<file path="config.mk">
export PLATFORM = sky130hd
export DESIGN_NAME = pe_job_sequencer
export DESIGN_NICKNAME = d
export VERILOG_FILES = /design/src/rtl/pe_job_sequencer_pkg.sv /design/src/rtl/pe_job_sequencer_psum_drain_counter.sv /design/src/rtl/pe_job_sequencer.sv
export SDC_FILE = /design/constraint.sdc
export NUM_CORES = 1
export LEC_CHECK = 0
export CAP_MARGIN = 20
export CORE_MARGIN = 10
export CORE_UTILIZATION = 52
export CTS_BUF_LIST = sky130_fd_sc_hd__clkbuf_8 sky130_fd_sc_hd__clkbuf_16
export DETAILED_ROUTE_END_ITERATION = 7
export PLACE_DENSITY = 0.8
export REMOVE_ABC_BUFFERS = 1
export SLEW_MARGIN = 10
export SYNTH_ARGS = -nofsm -noshare
export SYNTH_HDL_FRONTEND = slang
export SYNTH_SLANG_ARGS = --single-unit
export TNS_END_PERCENT = 5
</file>
<file path="constraint.sdc">
create_clock -name clk -period 2.7 [get_ports clk]
set_input_delay 0.54 -clock clk [delete_from_list [all_inputs] [get_ports clk]]
set_output_delay 0.54 -clock clk [all_outputs]
set_load 0.02 [all_outputs]
</file>
<file path="src/rtl/pe_job_sequencer_pkg.sv">
// Shared types for the PE job sequencer: FSM state encoding, error codes and
// default widths that match the Processing_element configuration ports.
package pe_job_sequencer_pkg;

  typedef enum logic [2:0] {
    ST_IDLE  = 3'd0,
    ST_LOAD  = 3'd1,
    ST_START = 3'd2,
    ST_RUN   = 3'd3,
    ST_DRAIN = 3'd4,
    ST_DONE  = 3'd5,
    ST_ERR   = 3'd6
  } seq_state_e;

  localparam logic [1:0] ERR_NONE    = 2'd0;
  localparam logic [1:0] ERR_TIMEOUT = 2'd1;
  localparam logic [1:0] ERR_BAD_CFG = 2'd2;
  localparam logic [1:0] ERR_OVERRUN = 2'd3;

  localparam int DEF_STRIDE_WIDTH      = 2;
  localparam int DEF_FILTER_SIZE_WIDTH = 3;
  localparam int DEF_DATA_WIDTH        = 16;
  localparam int DEF_COUNT_WIDTH       = 8;
  localparam int DEF_TIMEOUT_WIDTH     = 12;

  // Psums may be drained while the PE is still producing as well as afterwards.
  function automatic logic is_drain_phase(seq_state_e s);
    return (s == ST_RUN) || (s == ST_DRAIN);
  endfunction

endpackage

</file>
<file path="src/rtl/pe_job_sequencer_psum_drain_counter.sv">
// Drains the Psum FIFO to the output port, counting accepted beats so that no
// more than the job's Psum count ever leaves and the final beat is flagged.
module psum_drain_counter
  import pe_job_sequencer_pkg::*;
#(
  parameter int COUNT_WIDTH = DEF_COUNT_WIDTH,
  parameter int DATA_WIDTH  = DEF_DATA_WIDTH
) (
  input  logic                   clk_i,
  input  logic                   rst_ni,
  input  logic                   en_i,
  input  logic                   clr_i,
  input  logic [COUNT_WIDTH-1:0] count_i,
  input  logic                   buf_valid_i,
  input  logic [DATA_WIDTH-1:0]  buf_dout_i,
  input  logic                   out_ready_i,
  output logic                   out_valid_o,
  output logic [DATA_WIDTH-1:0]  out_data_o,
  output logic                   out_last_o,
  output logic                   buf_ren_o,
  output logic                   drain_done_o
);

  localparam logic [COUNT_WIDTH-1:0] CNT_ONE = COUNT_WIDTH'(1);

  logic [COUNT_WIDTH-1:0] drn_cnt_q, drn_cnt_d;

  assign out_valid_o  = en_i & buf_valid_i & (drn_cnt_q < count_i);
  assign out_data_o   = buf_dout_i;
  assign out_last_o   = out_valid_o & (drn_cnt_q == (count_i - CNT_ONE));
  assign buf_ren_o    = out_valid_o & out_ready_i;
  assign drain_done_o = (drn_cnt_q == count_i);

  always_comb begin
    drn_cnt_d = drn_cnt_q;
    if (clr_i) begin
      drn_cnt_d = '0;
    end else if (buf_ren_o) begin
      drn_cnt_d = drn_cnt_q + CNT_ONE;
    end
  end

  always_ff @(posedge clk_i or negedge rst_ni) begin
    if (!rst_ni) begin
      drn_cnt_q <= '0;
    end else begin
      drn_cnt_q <= drn_cnt_d;
    end
  end

endmodule

</file>
<file path="src/rtl/pe_job_sequencer.sv">
// Runs one Processing_element job at a time: latches the descriptor, starts the
// PE, counts its Psum writes under a watchdog and drains the Psum FIFO.
//
// state | meaning
// IDLE  | waiting for a descriptor (ready only while no error is pending)
// LOAD  | PE config registers settle
// START | one-cycle Start to the PE
// RUN   | counting PE Psum writes, draining concurrently, watchdog armed
// DRAIN | all Psums produced, emptying the remaining beats
// DONE  | one-cycle done pulse
// ERR   | bad config or timeout; waits for err_clear
module pe_job_sequencer
  import pe_job_sequencer_pkg::*;
#(
  parameter int STRIDE_WIDTH      = DEF_STRIDE_WIDTH,
  parameter int FILTER_SIZE_WIDTH = DEF_FILTER_SIZE_WIDTH,
  parameter int DATA_WIDTH        = DEF_DATA_WIDTH,
  parameter int COUNT_WIDTH       = DEF_COUNT_WIDTH,
  parameter int TIMEOUT_WIDTH     = DEF_TIMEOUT_WIDTH
) (
  input  logic                         clk,
  input  logic                         rst,
  input  logic                         job_valid,
  output logic                         job_ready,
  input  logic [STRIDE_WIDTH-1:0]      job_stride,
  input  logic [FILTER_SIZE_WIDTH-1:0] job_filter_size,
  input  logic [COUNT_WIDTH-1:0]       job_psum_count,
  output logic                         pe_start,
  output logic [STRIDE_WIDTH-1:0]      pe_stride,
  output logic [FILTER_SIZE_WIDTH-1:0] pe_filter_size,
  input  logic                         pe_wen_psum,
  input  logic                         psum_buf_valid,
  input  logic [DATA_WIDTH-1:0]        psum_buf_dout,
  output logic                         psum_buf_ren,
  output logic                         out_valid,
  input  logic                         out_ready,
  output logic [DATA_WIDTH-1:0]        out_data,
  output logic                         out_last,
  output logic                         busy,
  output logic                         done,
  output logic [1:0]                   err_code,
  input  logic                         err_clear
);

  localparam logic [COUNT_WIDTH-1:0]   CNT_ONE  = COUNT_WIDTH'(1);
  localparam logic [TIMEOUT_WIDTH-1:0] WDOG_ONE = TIMEOUT_WIDTH'(1);

  seq_state_e                   state_q, state_d;
  logic [STRIDE_WIDTH-1:0]      stride_q, stride_d;
  logic [FILTER_SIZE_WIDTH-1:0] fsize_q, fsize_d;
  logic [COUNT_WIDTH-1:0]       count_q, count_d;
  logic [COUNT_WIDTH-1:0]       prod_cnt_q, prod_cnt_d, prod_inc;
  logic [TIMEOUT_WIDTH-1:0]     wdog_q, wdog_d, wdog_inc;
  logic [1:0]                   err_q, err_d;
  logic accept, bad_cfg, timeout, overrun, drain_done;

  assign job_ready      = (state_q == ST_IDLE) && (err_q == ERR_NONE);
  assign accept         = job_valid & job_ready;
  assign pe_start       = (state_q == ST_START);
  assign busy           = (state_q != ST_IDLE);
  assign done           = (state_q == ST_DONE);
  assign pe_stride      = stride_q;
  assign pe_filter_size = fsize_q;
  assign err_code       = err_q;
  assign prod_inc       = prod_cnt_q + CNT_ONE;
  assign wdog_inc       = wdog_q + WDOG_ONE;

  psum_drain_counter #(
    .COUNT_WIDTH (COUNT_WIDTH),
    .DATA_WIDTH  (DATA_WIDTH)
  ) u_drain (
    .clk_i        (clk),
    .rst_ni       (rst),
    .en_i         (is_drain_phase(state_q)),
    .clr_i        (accept),
    .count_i      (count_q),
    .buf_valid_i  (psum_buf_valid),
    .buf_dout_i   (psum_buf_dout),
    .out_ready_i  (out_ready),
    .out_valid_o  (out_valid),
    .out_data_o   (out_data),
    .out_last_o   (out_last),
    .buf_ren_o    (psum_buf_ren),
    .drain_done_o (drain_done)
  );

  always_comb begin
    state_d    = state_q;
    stride_d   = stride_q;
    fsize_d    = fsize_q;
    count_d    = count_q;
    prod_cnt_d = prod_cnt_q;
    wdog_d     = wdog_q;
    bad_cfg    = 1'b0;
    timeout    = 1'b0;
    overrun    = 1'b0;
    case (state_q)
      ST_IDLE: begin
        overrun = pe_wen_psum;
        if (accept) begin
          stride_d   = job_stride;
          fsize_d    = job_filter_size;
          count_d    = job_psum_count;
          prod_cnt_d = '0;
          wdog_d     = '0;
          if ((job_filter_size == '0) || (job_psum_count == '0)) begin
            bad_cfg = 1'b1;
            state_d = ST_ERR;
          end else begin
            state_d = ST_LOAD;
          end
        end
      end
      ST_LOAD:  state_d = ST_START;
      ST_START: state_d = ST_RUN;
      ST_RUN: begin
        if (pe_wen_psum) begin
          prod_cnt_d = prod_inc;
          wdog_d     = '0;
          if (prod_inc == count_q) state_d = ST_DRAIN;
        end else begin
          // Fires once the count of consecutive idle RUN cycles reaches all-ones.
          wdog_d = wdog_inc;
          if (wdog_inc == '1) begin
            timeout = 1'b1;
            state_d = ST_ERR;
          end
        end
      end
      ST_DRAIN: begin
        overrun = pe_wen_psum;
        if (drain_done) state_d = ST_DONE;
      end
      ST_DONE: begin
        overrun = pe_wen_psum;
        state_d = ST_IDLE;
      end
      ST_ERR: begin
        if (err_clear) state_d = ST_IDLE;
      end
      default: state_d = ST_IDLE;
    endcase

    err_d = err_q;
    if (err_clear)    err_d = ERR_NONE;
    else if (bad_cfg) err_d = ERR_BAD_CFG;
    else if (timeout) err_d = ERR_TIMEOUT;
    else if (overrun) err_d = ERR_OVERRUN;
  end

  always_ff @(posedge clk or negedge rst) begin
    if (!rst) begin
      state_q    <= ST_IDLE;
      stride_q   <= '0;
      fsize_q    <= '0;
      count_q    <= '0;
      prod_cnt_q <= '0;
      wdog_q     <= '0;
      err_q      <= ERR_NONE;
    end else begin
      state_q    <= state_d;
      stride_q   <= stride_d;
      fsize_q    <= fsize_d;
      count_q    <= count_d;
      prod_cnt_q <= prod_cnt_d;
      wdog_q     <= wdog_d;
      err_q      <= err_d;
    end
  end

endmodule
</file>
## Yosys cells after proc, flatten, opt, wreduce, memory -nomap -nowiden

Index checks and enable logic that the tools add are counted.

| storage, ports and cells | value |
|---|---|
| bits in latches | 0 |
| word-level logic and storage cells | 77 |
| bits in writable memories | 0 |
| memories kept | 0 |
| output and inout bits | 30 |
| flip-flop bits (word level) | 46 |
| memory bits (read-only) | 0 |

| operators by class | value |
|---|---|
| muxes and demuxes | 27 |
| reductions and logical operators | 16 |
| multiply operators | 0 |
| equal/unequal tests | 16 |
| add/subtract/negate cells | 4 |
| magnitude comparators | 1 |
| div/mod/pow operators | 0 |
| bitwise operators | 5 |
| shift operators | 0 |

Operators with widths:

| kind | count |
|---|---|
| 2-to-1 mux 8 bit | 4 |
| == test 8 bit | 3 |
| 2-to-1 mux 12 bit | 2 |
| case mux 12 bit (2 select lines) | 1 |
| 2-to-1 mux 3 bit | 7 |
| case mux 3 bit (6 select lines) | 1 |
| adder 8 x 1 -> 8 bit, second input constant | 2 |
| case mux 8 bit (2 select lines) | 1 |
| adder 12 x 1 -> 12 bit, second input constant | 1 |
| == test 12 bit, second input constant | 1 |
| == test 3 bit, second input constant | 3 |
| logical NOT 8 bit | 1 |
| < comparator 8 bit | 1 |
| 2-to-1 mux 2 bit | 4 |
| inequality test 2 bit, second input constant | 4 |
| subtractor 8 x 1 -> 8 bit, second input constant | 1 |
| 2-to-1 mux 1 bit | 7 |
| == test 3 x 2 -> 1 bit, second input constant | 2 |
| logical NOT 3 bit | 2 |
| inequality test 3 x 2 -> 1 bit, second input constant | 2 |
| AND 1 bit | 5 |
| AND reduction 5 bit | 1 |
| AND reduction 2 bit | 2 |
| nonzero test 2 bit | 2 |
| other kinds (8) | 9 |

## Logic depth before layout (Yosys ltp)

| depth | value |
|---|---|
| depth after elaboration | 8 |
| gate-level depth with buffers | 9 |
| mapped depth without buffers | 8 |

## Cells and area by module

A second synthesis with hierarchy kept.

| unflattened totals | value |
|---|---|
| cells, all modules | 384 |
| area total of the unflattened synthesis | 3,218.1 µm² |

By module, submodules not included:

| module | cells an instance | seq. area each (µm²) | area an instance (µm²) | instances |
|---|---|---|---|---|
| pe_job_sequencer | 262 | 950.9 | 2,223.4 | 1 |
| psum_drain_counter | 122 | 200.2 | 994.7 | 1 |

## Worst setup path after synthesis

OpenSTA, ideal clock, no wires.

| timing | value |
|---|---|
| kind | reg-to-output |
| start | register count_q[5] |
| end | output out_last |
| path slack | 0.058 ns |
| stages on the path, launching flop included | 8 |
| data arrival time | 2.102 ns |
| cell sequence | dfrtp_1 inv_1 ha_1 a21o_1 a21o_1 a221oi_4 and2_1 and4_1 |

| on the way | value |
|---|---|
| word-level cells in the longest chain between the ends | 3 |

RTL lines:

| element | RTL line | source |
|---|---|---|
| from (decl) | pe_job_sequencer.sv:51 | `logic [COUNT_WIDTH-1:0] count_q, count_d;` |
| from (signal assigned) | pe_job_sequencer.sv:164 | `count_q <= count_d;` |
| < comparator 8 bit | pe_job_sequencer_psum_drain_counter.sv:28 | `assign out_valid_o = en_i & buf_valid_i & (drn_cnt_q < count_i);` |
| AND 1 bit | pe_job_sequencer_psum_drain_counter.sv:28 |  |
| via out_valid | pe_job_sequencer.sv:35 | `output logic out_valid,` |
| AND 1 bit | pe_job_sequencer_psum_drain_counter.sv:30 | `assign out_last_o = out_valid_o & (drn_cnt_q == (count_i - CNT_ONE));` |
| to (decl) | pe_job_sequencer.sv:38 | `output logic out_last,` |

The timed path passes the listed nets, and every way through them passes these cells.

## Worst setup path after layout

| timing | value |
|---|---|
| start | register count_q[1] |
| end | output out_last |

| on the way | value |
|---|---|
| word-level cells in the longest chain between the ends | 3 |

RTL lines:

| element | RTL line |
|---|---|
| subtractor 8 x 1 -> 8 bit or < comparator 8 bit (tied branches) | pe_job_sequencer_psum_drain_counter.sv:30, pe_job_sequencer_psum_drain_counter.sv:28 |
| == test 8 bit or AND 1 bit (tied branches) | pe_job_sequencer_psum_drain_counter.sv:30, pe_job_sequencer_psum_drain_counter.sv:28 |
| AND 1 bit * | pe_job_sequencer_psum_drain_counter.sv:30 |

Mark *: on every way between the ends. The rest lies on a longest branch, timed or not.

==> qor.csv <==
metric,value,unit
distinct cell type count after synthesis,57,
XOR/XNOR share of the synthesized area,0.0612,
Min Hold Slack,0.237,ns
pre-CTS WS,-0.338,ns
main combinational cell family by area after synthesis,simple AND/OR/NAND/NOR gates,
"Reg clk slew, reported paths",0.09,ns
# rows,28,
Slew @ Worst Pin,0.704,ns
Final setup viols,2,
mapped cell area,3150,um^2
CTS Buf Count,5,
Final WS setup,-0.0914,ns
global placement routability congestion,0.870,
Crit path required time,2.16,ns
simple-gate portion of the synthesized area,0.261,
count of final hold-check violations,0,
mux cell area share after synthesis,0.0127,
crit path DAT,2.25,ns
max incr delay on CP,0.39,ns
"EDFF count, synth",0,
dpl hpwl,6150,um
DIE WIDTH,97.8,um
sequential-to-total area share from yosys stat,0.366,
WS Path Type,reg -> out,
initial antenna violation count,0,
"Design Area, Final",3880,um^2
Syn Inst Count,374,
RSZ-0062 raised after global routing,yes,
global-route wire length before repair,13800,um
Clock Latency Late Sink,0.31,ns
Crit. End Element,output pin,
io pins,66,
core area,5890,um^2
max frequency,0.358,GHz
DR DRC count,0,
Worst VDD drop,0.000561,V
relative slew slack,0.529,
gr ovfl total,0,
Hold WC Path Type,in -> async,
reg-to-reg startpoint,count_q[5],
area of the die,9570,um^2
Bufs on Longest Clock Path,2,
CP startpoint kind,flop,
crit-path cells,"inv_2, buf_6, ha_4, nor2b_4, o21a_1, o21a_1, o21bai_1, and2_1, and4_1, buf_6",
run status,"complete, but fails checks",
Synth Area in Compound Gates,0.169,
crit path launch,count_q[1],
# diodes,0,
min Tclk post-route,2.79,ns
Synth-to-Final Area Change,23.3,%
Slew Limit Fails,0,
ANT nets after route,0,
CTS tree,yes,
synthesized area per cell,8.42,um^2
ys async rst share,1.00,
number of global-route vias before repair,2864,
synth warn,0,
DRT iter0 DRCs,179,
filler cell count,498,
CTS Root Cell,clkbuf_8,
DR pass1 iterations,4,
vias per inst,5.76,
CTS Sinks,46,
Lkg Pwr,1.74,nW
Initial Util,0.535,
P per Cell Area,995,nW/um^2
Synth Area in Adders,0.0556,
Max-Cap Viols,0,
Total Wirelength,8240,um
drt wl/cell,16.4,um
Max H-tree Level,2,
Nets,476,
share of layout cells above drive strength 1,0.164,
setup TNS,-0.0970,ns
largest net degree at the start of global routing,28,
crit-path max FO,2,
top_reg_cell synth,dfrtp_1,
placed inst area,3670,um^2
total number of vias,2891,
violated checks,setup timing,
clk_skew,0.00545,ns
Synth Register Bits,46,
Worst path slowest cell,dfrtp_1,
overall fraction of global-route tracks in use,0.169,
hold_buf cts,0,
period utilization,1.03,
Die Ht,97.8,um
# port buffers,33,
==> timing repair <==
item                                   4_1_cts  5_1_grt
endpoints found under the hold margin        0        0
setup endpoints to repair                    3        3
pin swaps                                    6        8
setup buffers                                5        0
gates cloned                                 0        0
gates resized for setup                     25        5
==> path summary, 6_finish.rpt <==
kind / endpoint / slack, ns / depth (start not counted)
min in group clk: pe_filter_size[0] / 0.48 / 2
setup / recovery: out_last / -0.09 / 10
hold / removal: wdog_q[4] / 0.24 / 1
max in group asynchronous: count_q[4] / 1.86 / 2
setup reg to reg: u_drain.drn_cnt_q[6] / 0.21 / 10
hold reg to reg: pe_filter_size[0] / 0.48 / 2
==> logic make-up after synthesis <==
group	count (synthesis)
buffers and inverters	44
adder cells (fa/ha/maj)	14
flip-flops	46
AND/OR/NAND/NOR	161
multiplexers	4
AO/OA/AOI/OAI	83
XOR/XNOR	22
==> where the power goes <==
group	internal, mW	switching [mW]
registers	0.918	0.234
logic	1.06	1.14
clock network	0.270	0.243
total	2.25	1.61
==> layout by cell type, fill, tap and decap left out, drive strengths merged, types with 12 or more instances in the layout <==
cell type,synthesis,final
dfrtp,46,46
o21ai,38,38
xor2,12,12
buf,22,48
nand2,50,50
nor2,28,28
clkdlybuf4s50,0,29
ha,14,14
nand3,25,25
nand2b,12,12
a21oi,12,12
inv,12,14
==> state kept, by name, indices dropped and copies added (netlist names) <==
register           cells
state_q                3
count_q                8
pe_filter_size         3
err_code               2
prod_cnt_q             8
wdog_q                12
u_drain.drn_cnt_q      8
pe_stride              2
==> metrics by stage <==
step | power, mW | instances | utilization
2_1_floorplan | 2.31 | 342 | -
6_report | 3.86 | 502 | 0.660
3_3_place_gp | 3.08 | 489 | 0.623
3_5_place_dp | 3.16 | 489 | 0.623
4_1_cts | 3.80 | 502 | 0.655
5_1_grt | 4.15 | 502 | 0.660
==> Yosys cell counts, types with 6 or more instances <==
master | n | share of area
a21oi_1 | 12 | 0.019
buf_4 | 16 | 0.038
nand3_1 | 24 | 0.038
o31ai_1 | 6 | 0.014
xnor2_1 | 10 | 0.028
ha_1 | 14 | 0.056
o21ai_0 | 37 | 0.059
nand2b_1 | 12 | 0.024
inv_1 | 12 | 0.014
dfrtp_1 | 46 | 0.37
nor4_1 | 6 | 0.012
xor2_1 | 12 | 0.033
nand2_1 | 48 | 0.057
nand4_1 | 6 | 0.012
nor2_1 | 28 | 0.033
clkbuf_1 | 9 | 0.011
==> cell type report <==
class | count | area (um^2) | area share
flip-flops and latches | 46 | 1150 | 0.297
repair buffers | 77 | 659 | 0.170
well taps | 75 | 93.8 | 0.0242
clock inverters | 3 | 37.5 | 0.00967
inverters | 12 | 45.0 | 0.0116
multi-input cells | 284 | 1830 | 0.470
clock buffers | 5 | 68.8 | 0.0177
==> layer usage <==
metal | global-route usage | share of wire | up-vias
met3 | 0.0479 | 0.065 | 10
met4 | 0.0459 | 0.012 | 0
met5 | 0 | 0 | -
li1 | - | - | 1409
met1 | 0.206 | 0.43 | 1384
met2 | 0.285 | 0.50 | 88
==> worst max-delay path, delay by kind of cell, from the launching register on <==
kind                     cells  cell delay (ns)
buffers and inverters        3             0.33
flip-flops                   1             0.39
AO/OA/AOI/OAI                3             0.53
adder cells (fa/ha/maj)      1             0.19
AND/OR/NAND/NOR              3             0.50
No activity file was read; power rests on OpenSTA's default activity.
